==> src/rtl/writeback_stage_pkg.sv <==
// ============================================================================
// Module      : writeback_stage_pkg
// Description : Opcode, SYSTEM-instruction encodings and write-source type
//               shared by the writeback stage and its select logic.
// Revision    : 1.0 - initial release
// ============================================================================
`default_nettype none

package writeback_stage_pkg;

    localparam logic [6:0] OP_LOAD   = 7'b0000011;
    localparam logic [6:0] OP_S      = 7'b0100011;
    localparam logic [6:0] OP_B      = 7'b1100011;
    localparam logic [6:0] OP_JAL    = 7'b1101111;
    localparam logic [6:0] OP_JALR   = 7'b1100111;
    localparam logic [6:0] OP_SYSTEM = 7'b1110011;
    localparam logic [6:0] OP_LUI    = 7'b0110111;
    localparam logic [6:0] OP_AUIPC  = 7'b0010111;
    localparam logic [6:0] OP_R      = 7'b0110011;
    localparam logic [6:0] OP_I      = 7'b0010011;

    localparam logic [31:0] INSTR_ECALL  = 32'h00000073;
    localparam logic [31:0] INSTR_EBREAK = 32'h00100073;

    typedef enum logic [1:0] {
        WB_SRC_NONE = 2'd0,
        WB_SRC_ALU  = 2'd1,
        WB_SRC_MEM  = 2'd2,
        WB_SRC_LINK = 2'd3
    } wb_src_e;

    function automatic logic is_halt_instr(input logic [6:0] opcode,
                                           input logic [31:0] instr);
        return (opcode == OP_SYSTEM) &&
               ((instr == INSTR_ECALL) || (instr == INSTR_EBREAK));
    endfunction

endpackage

`default_nettype wire

==> src/rtl/writeback_stage_wb_select.sv <==
// ============================================================================
// Module      : writeback_stage_wb_select
// Description : Chooses the register-file write value from the opcode.
// Revision    : 1.0 - initial release
// ============================================================================
`default_nettype none

module writeback_stage_wb_select
    import writeback_stage_pkg::*;
(
    input  logic [6:0]  opcode,
    input  logic [31:0] val_e,
    input  logic [31:0] val_m,
    input  logic [31:0] default_pc,
    output logic        writes_rd,
    output logic [31:0] data
);

    wb_src_e src;

    always_comb begin
        src = WB_SRC_NONE;
        case (opcode)
            OP_LOAD:                        src = WB_SRC_MEM;
            OP_JAL, OP_JALR:                src = WB_SRC_LINK;
            OP_R, OP_I, OP_LUI, OP_AUIPC:   src = WB_SRC_ALU;
            default:                        src = WB_SRC_NONE;
        endcase
    end

    always_comb begin
        writes_rd = (src != WB_SRC_NONE);
        data      = val_e;
        case (src)
            WB_SRC_MEM:  data = val_m;
            WB_SRC_LINK: data = default_pc;
            default:     data = val_e;
        endcase
    end

endmodule

`default_nettype wire

==> src/rtl/writeback_stage.sv <==
// ============================================================================
// Module      : writeback_stage
// Description : Final pipeline stage: registers M results, drives the
//               register-file write port, commit trace, instret and halt.
// Revision    : 1.0 - initial release
// ============================================================================
`default_nettype none

module writeback_stage
    import writeback_stage_pkg::*;
#(
    parameter int INSTRET_W      = 64,
    parameter int HALT_ON_SYSTEM = 1
) (
    input  logic                 clk,
    input  logic                 rst,
    input  logic                 m_to_w_valid,
    output logic                 w_allow_in,
    output logic                 w_valid,
    input  logic [6:0]           M_opcode,
    input  logic [9:0]           M_funct,
    input  logic [31:0]          M_valE,
    input  logic [31:0]          m_valM,
    input  logic [4:0]           M_rd,
    input  logic [31:0]          M_default_pc,
    input  logic [31:0]          M_cur_pc,
    input  logic [31:0]          M_instr,
    input  logic                 M_commit,
    input  logic [31:0]          M_pred_pc,
    output logic                 wb_en,
    output logic [4:0]           wb_rd,
    output logic [31:0]          wb_data,
    output logic                 commit_valid,
    output logic [31:0]          commit_pc,
    output logic [31:0]          commit_instr,
    output logic [31:0]          commit_next_pc,
    output logic [INSTRET_W-1:0] instret,
    output logic                 halted
);

    localparam logic [INSTRET_W-1:0] INSTRET_ONE = {{(INSTRET_W-1){1'b0}}, 1'b1};

    logic [6:0]  w_opcode;
    logic [9:0]  w_funct;
    logic [31:0] w_val_e;
    logic [31:0] w_val_m;
    logic [4:0]  w_rd;
    logic [31:0] w_default_pc;
    logic [31:0] w_cur_pc;
    logic [31:0] w_instr;
    logic        w_commit;
    logic [31:0] w_pred_pc;

    logic        halt_now;
    logic        writes_rd;
    logic [31:0] sel_data;
    logic        unused_funct;

    // funct is kept in W only for trace visibility; nothing consumes it here.
    assign unused_funct = ^w_funct;

    assign halt_now   = (HALT_ON_SYSTEM != 0) && w_valid &&
                        is_halt_instr(w_opcode, w_instr);
    assign w_allow_in = ~halted & ~halt_now;

    always_ff @(posedge clk) begin
        if (rst) begin
            w_valid <= 1'b0;
            halted  <= 1'b0;
            instret <= '0;
        end else begin
            if (halt_now) begin
                w_valid <= 1'b0;
                halted  <= 1'b1;
            end else if (w_allow_in) begin
                w_valid <= m_to_w_valid;
            end
            if (commit_valid) begin
                instret <= instret + INSTRET_ONE;
            end
        end
    end

    // Payload registers carry no reset; w_valid alone qualifies them.
    always_ff @(posedge clk) begin
        if (w_allow_in && m_to_w_valid) begin
            w_opcode     <= M_opcode;
            w_funct      <= M_funct;
            w_val_e      <= M_valE;
            w_val_m      <= m_valM;
            w_rd         <= M_rd;
            w_default_pc <= M_default_pc;
            w_cur_pc     <= M_cur_pc;
            w_instr      <= M_instr;
            w_commit     <= M_commit;
            w_pred_pc    <= M_pred_pc;
        end
    end

    writeback_stage_wb_select u_wb_select (
        .opcode     (w_opcode),
        .val_e      (w_val_e),
        .val_m      (w_val_m),
        .default_pc (w_default_pc),
        .writes_rd  (writes_rd),
        .data       (sel_data)
    );

    assign commit_valid   = w_valid & w_commit;
    assign wb_en          = commit_valid & writes_rd & (w_rd != 5'd0);
    assign wb_rd          = w_rd;
    assign wb_data        = sel_data;
    assign commit_pc      = w_cur_pc;
    assign commit_instr   = w_instr;
    assign commit_next_pc = w_pred_pc;

endmodule

`default_nettype wire

==> config.mk <==
export PLATFORM = sky130hd
export DESIGN_NAME = writeback_stage
export DESIGN_NICKNAME = d
export VERILOG_FILES = /design/src/rtl/writeback_stage_pkg.sv /design/src/rtl/writeback_stage_wb_select.sv /design/src/rtl/writeback_stage.sv
export SDC_FILE = /design/constraint.sdc
export NUM_CORES = 1
export LEC_CHECK = 0
export BUFFER_PORTS_ARGS = -buffer_cell sky130_fd_sc_hd__buf_2
export CAP_MARGIN = 25
export CORE_AREA = 2 2 165 167
export CTS_BUF_LIST = sky130_fd_sc_hd__clkbuf_4
export DETAILED_ROUTE_END_ITERATION = 8
export DIE_AREA = 0 0 167 169
export PLACE_DENSITY = 0.74
export REMOVE_ABC_BUFFERS = 1
export SETUP_SLACK_MARGIN = 0.3
export SLEW_MARGIN = 20
export SYNTH_ARGS = -nofsm -noshare
export SYNTH_HDL_FRONTEND = slang
export SYNTH_SLANG_ARGS = --single-unit
export TNS_END_PERCENT = 100
==> constraint.sdc <==
create_clock -name clk -period 19.25 [get_ports clk]
set_input_delay 0.9625 -clock clk [delete_from_list [all_inputs] [get_ports clk]]
set_output_delay 0.9625 -clock clk [all_outputs]
set_load 0.03 [all_outputs]
==> qor.yml, run 1 <==
route:
  drt_iter0_markers: 511
  wire_per_inst_um: 17.92
  vias: 7724
  wl_um: 28150
  drc: 0
  first_pass_iters: 4
  final_antenna_net_count: 0
  routed_via_density: 4.917
floorplan:
  dieArea_mm2: 0.02822
  fp.coreArea_mm2: 0.02650
  initial_core_util_pct: 37.54
  die_w_um: 167
  rows: 60
  io_pins: 420
  die_h_um: 169
sta:
  setup_viol: 0
  skew_ns: 0.04459
  max_freq_ghz: 0.2574
  hold_viol: 0
  tns_ns: 0
  min_period_ns: 3.884
  worst_pin_slew_ns: 0.9497
  slew_violations: 0
  rsz0062_at_grt: "false"
  post-route-period-util_pct: 20.18
  slew_headroom_pct: 36.69
  setup_slack_ns: 15.37
finish:
  layout_commonest_cell: "buf_2"
  mostFrequentLayoutCells: "409 x buf_2, 205 x edfxtp_1, 99 x clkbuf_4, 89 x nand2_1, 66 x dfxtp_1"
  ff_latch_area_mm2: 0.007477
  multi_input_area_mm2: 0.002351
  drive_gt1_share_pct: 43.91
  area_growth_pct: 33.22
  fillers: 2372
  nNetsFinal: 1396
synthesis:
  synthAdderAreaFrac_pct: 0.1258
  synth_area_leaders: "edfxtp_1 62%, dfxtp_1 13%, nand2_1 3.4%"
  syn_inst: 715
  yosysTopAreaCellShare_pct: 61.88
  synth-seq-cells: 271
  synthSimpleGateAreaFrac_pct: 14.56
  synth-xor-area-share_pct: 3.169
  synth.area.mux_share_pct: 0.2012
  synth-seq-area-share_pct: 75.16
  synth_warnings: 0
  synth_compound_area_share_pct: 5.370
  synth_top_family_by_area: "simple AND/OR/NAND/NOR gates"
  syn_area_mm2: 0.009948
  yosysUniqueCellTypes: 37
  postSynthAreaPerCell_um2: 13.91
  yosys.area.top_type: "edfxtp_1"
critical_path:
  r2r_slack_ns: 16.16
  crit_slowest_cell: "or4_1"
  r2r_cells: 6
  r2r_end: "commit_next_pc[26]$_DFFE_PP_"
  slowest_delay_ns: 0.55
  crit_cells: 8
  crit_path_max_fanout: 33
  r2r-start: "w_opcode[4]$_DFFE_PP_"
  critPathKind: "flip-flop to primary output"
  worstPathArrival_ns: 2.92
  start_kind: "flip-flop"
  critPathBufInv: 3
  path_cells: "or4_1 -> nor3_2 -> buf_4 -> nor2_4 -> buf_4 -> nand2_1 -> nand2_1 -> buf_2"
  critPathTopFamily: "simple AND/OR/NAND/NOR gates"
  cp.required_ns: 18.29
  cp-end-kind: "primary output"
clock_network:
  postCtsHoldBufs: 0
  clock_latency_ns: 0.66
  htreeDepth: 3
  postCtsSetupBuffers: 0
  clockRootBuffer: "clkbuf_4"
  cts-buffers-inserted: 72
  clock_path_buffers: 3
  cts_tree: "yes"
  clock-sinks: 271
  clk_pin_slew_ns: 0.06
  cts.repair.resized: 0
hold_path:
  hold_class: "input pin to flip-flop"
  hold_depth: 1
  hp-start: "M_valE[30]"
  whs_endpoint: "w_val_e[30]$_DFFE_PP_"
global_routing:
  overflow: 0
  grtUsageTotal_pct: 19.25
  grt_antenna_before_repair: 14
  grt_pass1_wl_um: 41610
  grt_pass1_vias: 7650
  grt_max_degree: 90
pwr:
  p_per_area_mw_per_mm2: 92.76
  ir_drop_mv: 0.06728
  leakage_nw: 5.448
  p_total_mw: 1.229
place:
  dpl.hpwl_um: 20290
  place_ws_ns: 15.91
  gp_congestion: 0.8245
  port_buffers: 409
run_status:
  status: "finished clean"
run:
  drv_cap: 0
cells by family after synthesis:
group / Yosys count
AO/OA/AOI/OAI: 87
XOR/XNOR: 36
adder cells (fa/ha/maj): 1
buffers and inverters: 36
flip-flops: 271
multiplexers: 2
AND/OR/NAND/NOR: 282
cell usage after synthesis, drive strengths merged:
| cell type | number |
|---|---|
| a21oi | 27 |
| a22oi | 32 |
| a31o | 1 |
| and2 | 6 |
| and3 | 7 |
| and4 | 8 |
| and4b | 1 |
| buf | 6 |
| clkbuf | 21 |
| dfxtp | 66 |
| edfxtp | 205 |
| ha | 1 |
| inv | 9 |
| mux2i | 2 |
| nand2 | 89 |
| nand2b | 2 |
| nand3 | 16 |
| nand4 | 37 |
| nor2 | 49 |
| nor2b | 3 |
| nor3 | 14 |
| nor4 | 17 |
| nor4b | 1 |
| o21ai | 21 |
| o31ai | 6 |
| or2 | 2 |
| or3 | 19 |
| or4 | 11 |
| xnor2 | 20 |
| xor2 | 16 |
area by class of cell:
class | instances | area share (%)
Sequential cell | 271 | 56.42
Multi-Input combinational cell | 408 | 17.74
Timing Repair Buffer | 415 | 15.81
Clock buffer | 99 | 5.608
Tap cell | 341 | 3.219
Clock inverter | 21 | 0.8119
Inverter | 9 | 0.2549
Antenna cell | 7 | 0.1322
worst max path at each step:
stage	from	end
2_1_floorplan	commit_instr[6]$_DFFE_PP_	commit_instr[0]$_DFFE_PP_
3_3_place_gp	w_opcode[4]$_DFFE_PP_	commit_next_pc[0]$_DFFE_PP_
3_5_place_dp	w_opcode[4]$_DFFE_PP_	commit_next_pc[0]$_DFFE_PP_
4_1_cts	w_opcode[6]$_DFFE_PP_	wb_data[14]
5_1_grt	w_opcode[6]$_DFFE_PP_	wb_data[20]
6_report	w_opcode[6]$_DFFE_PP_	wb_data[20]
sequential cells by signal (all words and copies together) (netlist names):
| name | count |
|---|---|
| commit_instr | 32 |
| commit_next_pc | 32 |
| commit_pc | 32 |
| halted | 1 |
| instret | 64 |
| w_commit | 1 |
| w_default_pc | 32 |
| w_opcode | 7 |
| w_val_e | 32 |
| w_val_m | 32 |
| w_valid | 1 |
| wb_rd | 5 |
power breakdown:
part / switching [mW] / leakage (nW) / total (mW) / internal [mW]
clock network: 0.234 / 0.500 / 0.473 / 0.239
registers: 0.00834 / 2.54 / 0.665 / 0.657
logic: 0.0624 / 2.41 / 0.0909 / 0.0285
per-layer routing:
metal | up-vias | track usage, % | routed length, µm
met5 | - | 0 | 74
met4 | 12 | 10.19 | 1183
met2 | 346 | 33.44 | 14380
met3 | 90 | 8.604 | 2813
li1 | 3674 | - | -
met1 | 3602 | 19.46 | 9700
worst reg2reg max path: cells and delay by family (launching register included):
kind                   cells  cell delay (ns)
buffers and inverters      1             0.71
DFF                        1             0.46
and+or+nand+nor            5             1.43
through the flow:
step           util, %  hold WS, ns  instance area [µm²]  std cells
6_report         50.01       0.4502                13250       1571
5_1_grt          49.97       0.3796                13240       1567
4_1_cts          49.93       0.3742                13230       1564
3_5_place_dp     46.72       0.4896                12380       1444
3_3_place_gp     46.72       0.4657                12380       1444
2_1_floorplan        -       0.6040                 9842        688
(Power assumes the default switching activity.)
==> run 2, diff against run 1 <==
--- a/config.mk
+++ b/config.mk
@@ -7,11 +7,11 @@
 export LEC_CHECK = 0
 export BUFFER_PORTS_ARGS = -buffer_cell sky130_fd_sc_hd__buf_2
 export CAP_MARGIN = 25
-export CORE_AREA = 2 2 165 167
+export CORE_AREA = 2 2 161 163
 export CTS_BUF_LIST = sky130_fd_sc_hd__clkbuf_4
 export DETAILED_ROUTE_END_ITERATION = 8
-export DIE_AREA = 0 0 167 169
-export PLACE_DENSITY = 0.74
+export DIE_AREA = 0 0 163 165
+export PLACE_DENSITY = 0.8
 export REMOVE_ABC_BUFFERS = 1
 export SETUP_SLACK_MARGIN = 0.3
 export SLEW_MARGIN = 20
==> constraint.sdc (replaced) <==
create_clock -name clk -period 3.4 [get_ports clk]
set_input_delay 0.17 -clock clk [delete_from_list [all_inputs] [get_ports clk]]
set_output_delay 0.17 -clock clk [all_outputs]
set_load 0.03 [all_outputs]
==> qor.yml, run 2 (synthesized netlist as in run 1, its figures left out) <==
finish:
  ff_latch_area_mm2: 0.007477  # unchanged
  nNetsFinal: 1608  # +15%
  fillers: 1838  # -23%
  largest_reg_flops: 64  # unchanged
  top_register: "instret"
  multi_input_area_mm2: 0.002357  # +0.27%
  area_growth_pct: 54.76
  mostFrequentLayoutCells: "408 x buf_2, 206 x dlygate4sd3_1, 205 x edfxtp_1, 100 x clkbuf_4, 89 x nand2_1"
  layout_commonest_cell: "buf_2"
  drive_gt1_share_pct: 38.02  # -5.9 points
pwr:
  power_frac_comb_pct: 10.2  # +2.8 points
  p_total_mw: 7.387  # +500%
  net-switching-power_mw: 1.973  # +550%
  leakage_nw: 6.366  # +17%
  p_seq_share_pct: 51.2  # -2.9 points
  switching_share_pct: 26.71  # +1.9 points
  ir_drop_mv: 0.4199  # +520%
  pwr-share-clk_pct: 38.6  # about the same
  p_per_area_mw_per_mm2: 479.8  # +420%
  p_int_mw: 5.414  # +490%
sta:
  rsz0062_at_grt: "true"
  worst_pin_slew_ns: 0.9540  # +0.004322 ns
  post-route-period-util_pct: 87.71
  slew_headroom_pct: 36.25  # -0.44 points
  hold_viol: 0  # unchanged
  slew_violations: 0  # unchanged
  max_freq_ghz: 0.3353
  setup_slack_ns: 0.4178  # -14.95 ns
  min_period_ns: 2.982
  skew_ns: 0.09403  # +0.04944 ns
  setup_viol: 0  # unchanged
  tns_ns: 0  # unchanged
clock_network:
  htreeDepth: 3  # unchanged
  clock-sinks: 271  # unchanged
  clockRootBuffer: "clkbuf_4"
  clock_path_buffers: 3  # unchanged
  cts-buffers-inserted: 73  # +1.4%
  clk_pin_slew_ns: 0.06  # about the same
  cts_tree: "yes"
  clock_latency_ns: 0.72  # +0.06 ns
global_routing:
  grt_pass1_vias: 9394  # +23%
  overflow: 0  # unchanged
  grt_max_degree: 69  # -23%
  grtUsageTotal_pct: 26.33  # +7.1 points
  grt_antenna_before_repair: 6  # -8
  grt_pass1_wl_um: 52970  # +27%
route:
  vias: 9199  # +19%
  first_pass_iters: 5  # +1
  drt_iter0_markers: 902  # +77%
  drc: 0  # unchanged
  wl_um: 36280  # +29%
  wire_per_inst_um: 20.48  # +14%
  routed_via_density: 5.194  # +5.6%
  final_antenna_net_count: 0  # unchanged
floorplan:
  io_pins: 420  # unchanged
  fp.coreArea_mm2: 0.02504  # -5.5%
  dieArea_mm2: 0.02690  # -4.7%
  rows: 58  # -3.3%
  initial_core_util_pct: 39.74  # +2.2 points
  die_w_um: 163  # -2.4%
  die_h_um: 165  # -2.4%
critical_path:
  worstPathArrival_ns: 2.81  # -0.11 ns
  start_kind: "flip-flop"
  cp-end-kind: "primary output"
  path_cells: "or4_1 -> nor3_4 -> buf_12 -> a22oi_1 -> nand2_1 -> buf_2"
  critPathBufInv: 2  # -1
  crit_slowest_cell: "or4_1"
  critPathKind: "flip-flop to primary output"
  cp.required_ns: 3.23  # -15.06 ns
  slowest_delay_ns: 0.64  # +0.09 ns
  critPathTopFamily: "simple AND/OR/NAND/NOR gates"
  crit_path_max_fanout: 31  # -6.1%
place:
  gp_congestion: 0.9301  # +13%
  port_buffers: 409  # unchanged
  dpl.hpwl_um: 21140  # +4.2%
  place_ws_ns: 0.6686  # -15.24 ns
run_status:
  status: "finished clean"
hold_path:
  hold_class: "input pin to flip-flop"
run:
  drv_cap: 0  # unchanged
## run 2: cell types whose count changed in the layout (fill, tap and decap cells not counted), sizes merged
| cell | change |
|---|---|
| buf | +4 |
| clkbuf | +1 |
| clkinv | +1 |
| diode | -2 |
| dlygate4sd3 | +206 |
| inv | +1 |
## run 2: layout make-up
type                            instances  share of cell area [%]
Sequential cell                       271                   48.57
Multi-Input combinational cell        408                   15.31
Clock buffer                           99                   4.827
Antenna cell                            5                 0.08127
Inverter                                9                  0.2194
Timing Repair Buffer                  626                   27.48
Tap cell                              330                   2.682
Clock inverter                         23                  0.8289
## run 2: final timing paths
check / end / slack (ns) / cells past startpoint / from
setup / recovery: wb_data[9] / 0.42 / 6 / w_opcode[6]$_DFFE_PP_
hold / removal: instret[11]$_SDFFE_PP0P_ / 0.07 / 2 / rst
setup reg to reg: instret[58]$_SDFFE_PP0P_ / 0.61 / 6 / instret[0]$_SDFFE_PP0P_
hold reg to reg: instret[43]$_SDFFE_PP0P_ / 0.50 / 2 / instret[43]$_SDFFE_PP0P_
## run 2: worst reg2reg max path: cells and delay by family, from the launching register on
| kind | cells | cell delay, ns |
|---|---|---|
| adder cells (fa/ha/maj) | 1 | 0.21 |
| AND/OR/NAND/NOR | 4 | 1.97 |
| flip-flops | 1 | 0.38 |
| AO/OA/AOI/OAI | 1 | 0.14 |
## run 2: layer usage
metal | wire length [µm] | vias to the layer above | track usage, %
li1 | - | 4097 | -
met1 | 12630 | 4337 | 29.32
met2 | 17970 | 636 | 44.18
met3 | 3593 | 127 | 7.911
met4 | 2069 | 2 | 16.85
met5 | 13 | - | 0
## run 2: timing repair
| item | in CTS | in global routing |
|---|---|---|
| endpoints found under the hold margin | 206 | 0 |
| setup endpoints to repair | 33 | 29 |
| buffers inserted | 0 | 1 |
| pin swaps | 0 | 1 |
| hold buffers | 206 | 0 |
| resized for setup | 1 | 1 |
## run 2: power by group through the flow
stage	registers, mW	logic [mW]	clock network, mW
6_report	3.78	0.757	2.85
5_1_grt	3.79	0.788	3.09
4_1_cts	3.77	0.723	2.81
3_5_place_dp	3.84	0.534	0
3_3_place_gp	3.83	0.526	0
2_1_floorplan	3.99	0.117	0
## run 2: stage by stage
| step | std cells | utilization, % | hold WS [ns] | cell area, µm² |
|---|---|---|---|---|
| after floorplan | 688 | - | 0.2391 | 9842 |
| after global placement | 1437 | 49.67 | 0.3465 | 12430 |
| after detailed placement | 1437 | 49.67 | 0.3481 | 12430 |
| after CTS | 1765 | 61.40 | 0.01055 | 15370 |
| after global routing | 1770 | 61.48 | 0.05021 | 15390 |
| final | 1771 | 61.49 | 0.07444 | 15400 |
